===== src/rtl/pwm_dty_ramp.sv =====
// Slew-rate limiter for a PWM duty command. It ramps dty toward a clamped signed setpoint
// and dwells at zero when the direction reverses. PWM_DTY_RAMP_WDOG_EN enables the setpoint watchdog.
module pwm_dty_ramp #(
  parameter int STEP       = 8,
  parameter int TICK_DIV   = 1000,
  parameter int ZERO_HOLD  = 16,
  parameter int MAX_DTY    = 255,
  parameter int WDOG_TICKS = 50000
) (
  input  logic               clk,
  input  logic               rst,
  input  logic signed [31:0] set_dty,
  input  logic               set_valid,
  input  logic               enable,
  output logic signed [31:0] dty,
  output logic               en_out,
  output logic               busy,
  output logic               wdog_trip
);

  localparam logic [1:0] ST_IDLE  = 2'd0;
  localparam logic [1:0] ST_RAMP  = 2'd1;
  localparam logic [1:0] ST_DWELL = 2'd2;

  localparam logic [20:0]        TICK_LAST = 21'(TICK_DIV - 1);
  localparam logic [15:0]        HOLD_LOAD = 16'(ZERO_HOLD);
  localparam logic signed [32:0] LIM_S     = 33'(MAX_DTY);
  localparam logic signed [32:0] STEP_S    = 33'(STEP);

  logic [1:0]         state;
  logic [20:0]        tick_cnt;
  logic [15:0]        dwell_cnt;
  logic signed [31:0] target;
  logic               tick;
  logic               opp_sign;
  logic signed [31:0] dty_step;

  // Saturate a requested duty to the symmetric magnitude limit.
  function automatic logic signed [31:0] sat_dty(input logic signed [31:0] v);
    logic signed [32:0] w;
    w = 33'(v);
    if (w > LIM_S) return 32'(LIM_S);
    if (w < -LIM_S) return 32'(-LIM_S);
    return v;
  endfunction

  // One slew step from 'from' toward 'to'. The 33-bit difference cannot overflow.
  function automatic logic signed [31:0] slew(input logic signed [31:0] from,
                                              input logic signed [31:0] to);
    logic signed [32:0] diff;
    diff = 33'(to) - 33'(from);
    if (diff > STEP_S) return 32'(33'(from) + STEP_S);
    if (diff < -STEP_S) return 32'(33'(from) - STEP_S);
    return to;
  endfunction

  always_comb begin
    tick     = (state != ST_IDLE) && (tick_cnt == TICK_LAST);
    opp_sign = (dty != 32'sd0) && (target != 32'sd0) && (dty[31] != target[31]);
    dty_step = opp_sign ? slew(dty, 32'sd0) : slew(dty, target);
  end

  assign busy = (dty != target) || (state == ST_DWELL);

  always_ff @(posedge clk or posedge rst) begin
    if (rst) begin
      state     <= ST_IDLE;
      dty       <= '0;
      tick_cnt  <= '0;
      dwell_cnt <= '0;
      en_out    <= 1'b0;
    end else begin
      en_out <= enable;
      if (!enable) begin
        state     <= ST_IDLE;
        dty       <= '0;
        tick_cnt  <= '0;
        dwell_cnt <= '0;
      end else begin
        if (state == ST_IDLE) begin
          state    <= ST_RAMP;
          tick_cnt <= '0;
        end else begin
          tick_cnt <= tick ? 21'd0 : tick_cnt + 21'd1;
        end
        if (tick) begin
          case (state)
            ST_RAMP: begin
              dty <= dty_step;
              // Reaching zero on a reversal starts the dwell unless the hold time is zero.
              if (opp_sign && (dty_step == 32'sd0) && (HOLD_LOAD != 16'd0)) begin
                state     <= ST_DWELL;
                dwell_cnt <= HOLD_LOAD;
              end
            end
            ST_DWELL: begin
              dwell_cnt <= dwell_cnt - 16'd1;
              if (dwell_cnt == 16'd1) state <= ST_RAMP;
            end
            default: ;
          endcase
        end
      end
    end
  end

`ifdef PWM_DTY_RAMP_WDOG_EN
  localparam logic [31:0] WDOG_LIM  = 32'(WDOG_TICKS);
  localparam logic [31:0] WDOG_LAST = 32'(WDOG_TICKS - 1);

  logic [31:0] sil_cnt;

  // The silence counter saturates at the limit, so the trip fires only once per silence.
  always_ff @(posedge clk or posedge rst) begin
    if (rst) begin
      target    <= '0;
      sil_cnt   <= '0;
      wdog_trip <= 1'b0;
    end else begin
      if (set_valid) target <= sat_dty(set_dty);
      if (!enable) begin
        sil_cnt   <= '0;
        wdog_trip <= 1'b0;
      end else if (set_valid) begin
        sil_cnt <= '0;
      end else if (tick && (sil_cnt != WDOG_LIM)) begin
        sil_cnt <= sil_cnt + 32'd1;
        if (sil_cnt == WDOG_LAST) begin
          target    <= '0;
          wdog_trip <= 1'b1;
        end
      end
    end
  end
`else
  logic unused_wdog;

  always_ff @(posedge clk or posedge rst) begin
    if (rst) target <= '0;
    else if (set_valid) target <= sat_dty(set_dty);
  end

  assign wdog_trip   = 1'b0;
  // WDOG_TICKS has no effect in this build.
  assign unused_wdog = (WDOG_TICKS != 0);
`endif

endmodule


===== config.mk =====
export PLATFORM = sky130hd
export DESIGN_NAME = pwm_dty_ramp
export DESIGN_NICKNAME = d
export VERILOG_FILES = /design/src/rtl/pwm_dty_ramp.sv
export SDC_FILE = /design/constraint.sdc
export NUM_CORES = 1
export LEC_CHECK = 0
export ABC_AREA = 1
export BUFFER_PORTS_ARGS = -buffer_cell sky130_fd_sc_hd__buf_2
export CAP_MARGIN = 5
export CORE_ASPECT_RATIO = 1.2
export CORE_MARGIN = 5
export CORE_UTILIZATION = 35
export CTS_BUF_LIST = sky130_fd_sc_hd__clkbuf_4
export DETAILED_ROUTE_END_ITERATION = 6
export GPL_TIMING_DRIVEN = 0
export SYNTH_ARGS = -nofsm -noshare
export SYNTH_HDL_FRONTEND = slang
export SYNTH_SLANG_ARGS = --single-unit
export TNS_END_PERCENT = 1

===== constraint.sdc =====
create_clock -name clk -period 4.5 [get_ports clk]
set_clock_uncertainty 0.05 [all_clocks]
set_input_delay 0.225 -clock clk [delete_from_list [all_inputs] [get_ports clk]]
set_output_delay 0.225 -clock clk [all_outputs]
set_load 0.05 [all_outputs]

==> impl_metrics.env <==
export IMPL_cts_root_buf="clkbuf_4"
export IMPL_cpPeakStageDelay_ns=0.47
export IMPL_core_area_um2=33200
export IMPL_synth_ff_type="dfrtp_1"
export IMPL_grt_total_usage_pct=24.9
export IMPL_multi_input_area_um2=8350
export IMPL_synth_top_cell_area_share_pct=22.0
export IMPL_num_vias=13700
export IMPL_synth_common_cells="nand2_1 (606), inv_1 (265), nor2_1 (224)"
export IMPL_nNetsFinal=2267
export IMPL_finalSetupViolations=0
export IMPL_cts_max_path_buffers=2
export IMPL_clk_pin_slew_ns=0.22
export IMPL_drv_cap=0
export IMPL_fillCellCount=3669
export IMPL_crit_family="simple AND/OR/NAND/NOR gates"
export IMPL_antenna_found_initial=1
export IMPL_final_cells=2644
export IMPL_power_density_nw_per_um2=196
export IMPL_worstSetupPathType="register to register"
export IMPL_critPathMaxFanout=10
export IMPL_status="complete, no violations"
export IMPL_relSlewSlack_pct=15.8
export IMPL_cpMostUsedCell="nand2_1"
export IMPL_min_period_ns=4.39
export IMPL_crit_required_ns=4.91
export IMPL_cts_num_sinks=104
export IMPL_yosysSeqAreaShare_pct=22.0
export IMPL_worstMarginPinSlew_ns=1.25
export IMPL_routedWlPerCell_um=18.2
export IMPL_routabilityCongestion=1.02
export IMPL_final_period_utilization_pct=97.5
export IMPL_async_flop_share_pct=100
export IMPL_yosys_cell_types_count=51
export IMPL_drv_slew=0
export IMPL_via_per_inst=5.18
export IMPL_wirelength_um=48200
export IMPL_synth_area_top_cells="dfrtp_1 (22%), nand2_1 (19%), nand3_1 (9.1%), inv_1 (8.4%), nor2_1 (7.1%)"
export IMPL_yosysWarnings=0
export IMPL_hold_violations=0
export IMPL_htree_levels=3
export IMPL_critPathBufInv=6
export IMPL_syn_area_um2=11800
export IMPL_route_detailed_drc=0
export IMPL_dp_cells=2526
export IMPL_grt_overflow=0
export IMPL_clock_fmax_mhz=228
export IMPL_end_kind="register"
export IMPL_regArea_um2=2630
export IMPL_num_rows=73
export IMPL_crit_path_start_kind="register"
export IMPL_port_buffers=69
export IMPL_dpl_hpwl_um=38300
export IMPL_numCtsBuffers=9
export IMPL_area_growth_syn_to_layout_pct=22.5
export IMPL_dr_pass1_iters=7
export IMPL_synthCells=2005
export IMPL_cts_tree="done"
export IMPL_drt_iter0_drc=1075
export IMPL_yosys_register_bits=104
export IMPL_grt_pass1_wl_um=72600
export IMPL_fp_dieW_um=178
export IMPL_syn_avg_cell_area_um2=5.91
export IMPL_grt_max_degree=61
export IMPL_synth_top_area_cell="dfrtp_1"
export IMPL_initial_core_util_pct=35.6
export IMPL_timing_reg2reg_setup_slack_ns=0.11
export IMPL_worstPathArrival_ns=4.80
export IMPL_p_leak_nw=7.55
export IMPL_hold_path_class="input pin to register"
export IMPL_clkLatencyLatePin_ns=0.56
export IMPL_die_area_um2=37600
export IMPL_fin_hold_ws_ns=0.00951
export IMPL_finalSetupTns_ns=0
export IMPL_antenna_left=0
export IMPL_slowest_stage="dfrtp_2"
export IMPL_yosys_cell_count_top_type="nand2_1"
export IMPL_vdd_drop_max_mv=0.117
export IMPL_first_global_vias=13300
export IMPL_pin_count=71
export IMPL_synth_edff_count=0
export IMPL_synth_nets=2084
export IMPL_die_y_um=212
export IMPL_drive_above_1_share_pct=18.0
stage by stage:
step	utilization, %	setup slack (ns)	area [um^2]	total power, mW
after CTS	41.0	0.0160	13600	2.73
after detailed placement	38.5	-0.710	12800	2.11
after global placement	38.4	-0.778	12800	2.09
final	43.7	0.114	14500	2.85
after floorplan	-	0.419	11800	1.81
after global routing	43.7	-0.0965	14500	3.05
placed cells by master (no fill, tap or decap), types with 8 or more instances in the layout:
cell type      Yosys  layout
a21oi_1           49      39
a21oi_2            0       9
buf_2             14      74
buf_4             12      77
buf_6              6      13
clkbuf_1          26      25
clkbuf_4           0      11
clkinvlp_4         0      12
dfrtp_1          104      82
dfrtp_2            0      22
dlygate4sd3_1      0      33
ha_1              42      17
ha_2               0       9
ha_4               0      16
inv_1            265     246
inv_2             13      16
nand2_1          606     588
nand2_2           13      30
nand3_1          215     205
nand3_2            6      14
nand3b_1          11      11
nand4_1           48      48
nor2_1           224     199
nor2_2            15      30
nor2_4             6      16
nor3_1            29      26
nor4_1            25      25
o21ai_0           94      92
o21ai_1           16      17
xnor2_1            8       8
xor2_1            87      87
layer usage:
layer	track usage [%]	part of all wire [%]	wire length (um)
met5	0	0	0
met4	16.8	8.3	4000
met3	2.36	4.5	2180
met1	28.0	38	18500
met2	44.4	49	23500
kinds of logic after synthesis:
logic type | count (synthesis) | share of synthesized area (%)
AND/OR/NAND/NOR | 1221 | 45.7
buffers and inverters | 350 | 12.0
AO/OA/AOI/OAI | 191 | 8.70
flip-flops | 104 | 22.0
XOR/XNOR | 95 | 7.02
adder cells (fa/ha/maj) | 43 | 4.60
other | 1 | 0.0317
power by group:
group          internal, mW  total, mW  switching (mW)
clock                 0.134      0.554           0.419
combinational         0.476       1.28           0.809
sequential            0.963       1.01          0.0496
total                  1.57       2.85            1.28
final timing paths:
path                                   from           end  depth (start not counted)
worst max-delay path                dty[31]  dwell_cnt[1]                         26
worst min-delay path            set_dty[30]    target[30]                          3
worst max register to register      dty[31]  dwell_cnt[1]                         26
worst min register to register  tick_cnt[0]   tick_cnt[0]                          1
max in group asynchronous               rst        dty[1]                          4
min in group asynchronous               rst       dty[17]                          3
cell type report:
type                       count  share of cell area [%]
buffer                        63                    2.89
multi-input combinational   1551                    57.6
tap                          450                    3.88
antenna                        1                  0.0172
clock buffer                   9                   0.466
clock inverter                 7                   0.560
inverter                     286                    7.82
timing repair buffer         173                    8.69
sequential                   104                    18.1
sequential cells by signal, summed over array words and instances, names as in the netlist:
| register | cells |
|---|---|
| en_out | 1 |
| dty | 32 |
| state | 2 |
| tick_cnt | 21 |
| dwell_cnt | 16 |
| target | 32 |
worst reg2reg max path, stage by stage, from the launching register on:
cell,delay [ns]
dfrtp_2,0.47
inv_1,0.16
ha_4,0.40
inv_1,0.13
nor3_2,0.23
nand2_1,0.16
nor2_2,0.19
nand2_1,0.14
nand2_1,0.09
nand2_1,0.06
nand2_2,0.17
clkbuf_4,0.26
buf_4,0.20
nand3_1,0.09
nand2_1,0.07
clkinv_1,0.06
nand2_1,0.08
nand2_1,0.07
nor2_1,0.15
nand4_1,0.24
nor2_4,0.25
nand3_2,0.13
nand2_4,0.11
nand2_4,0.08
buf_6,0.16
nand2_1,0.06
nand2_1,0.05
repair_timing:
item / 4_1_cts / 5_1_grt
hold buffers: 33 / 0
pin swaps: 4 / 24
gates cloned: 0 / 2
setup endpoints to repair: 18 / 17
gates resized for setup: 75 / 118
endpoints found under the hold margin: 76 / 0
buffers inserted: 14 / 53
Power figures use the tool's default switching activity.
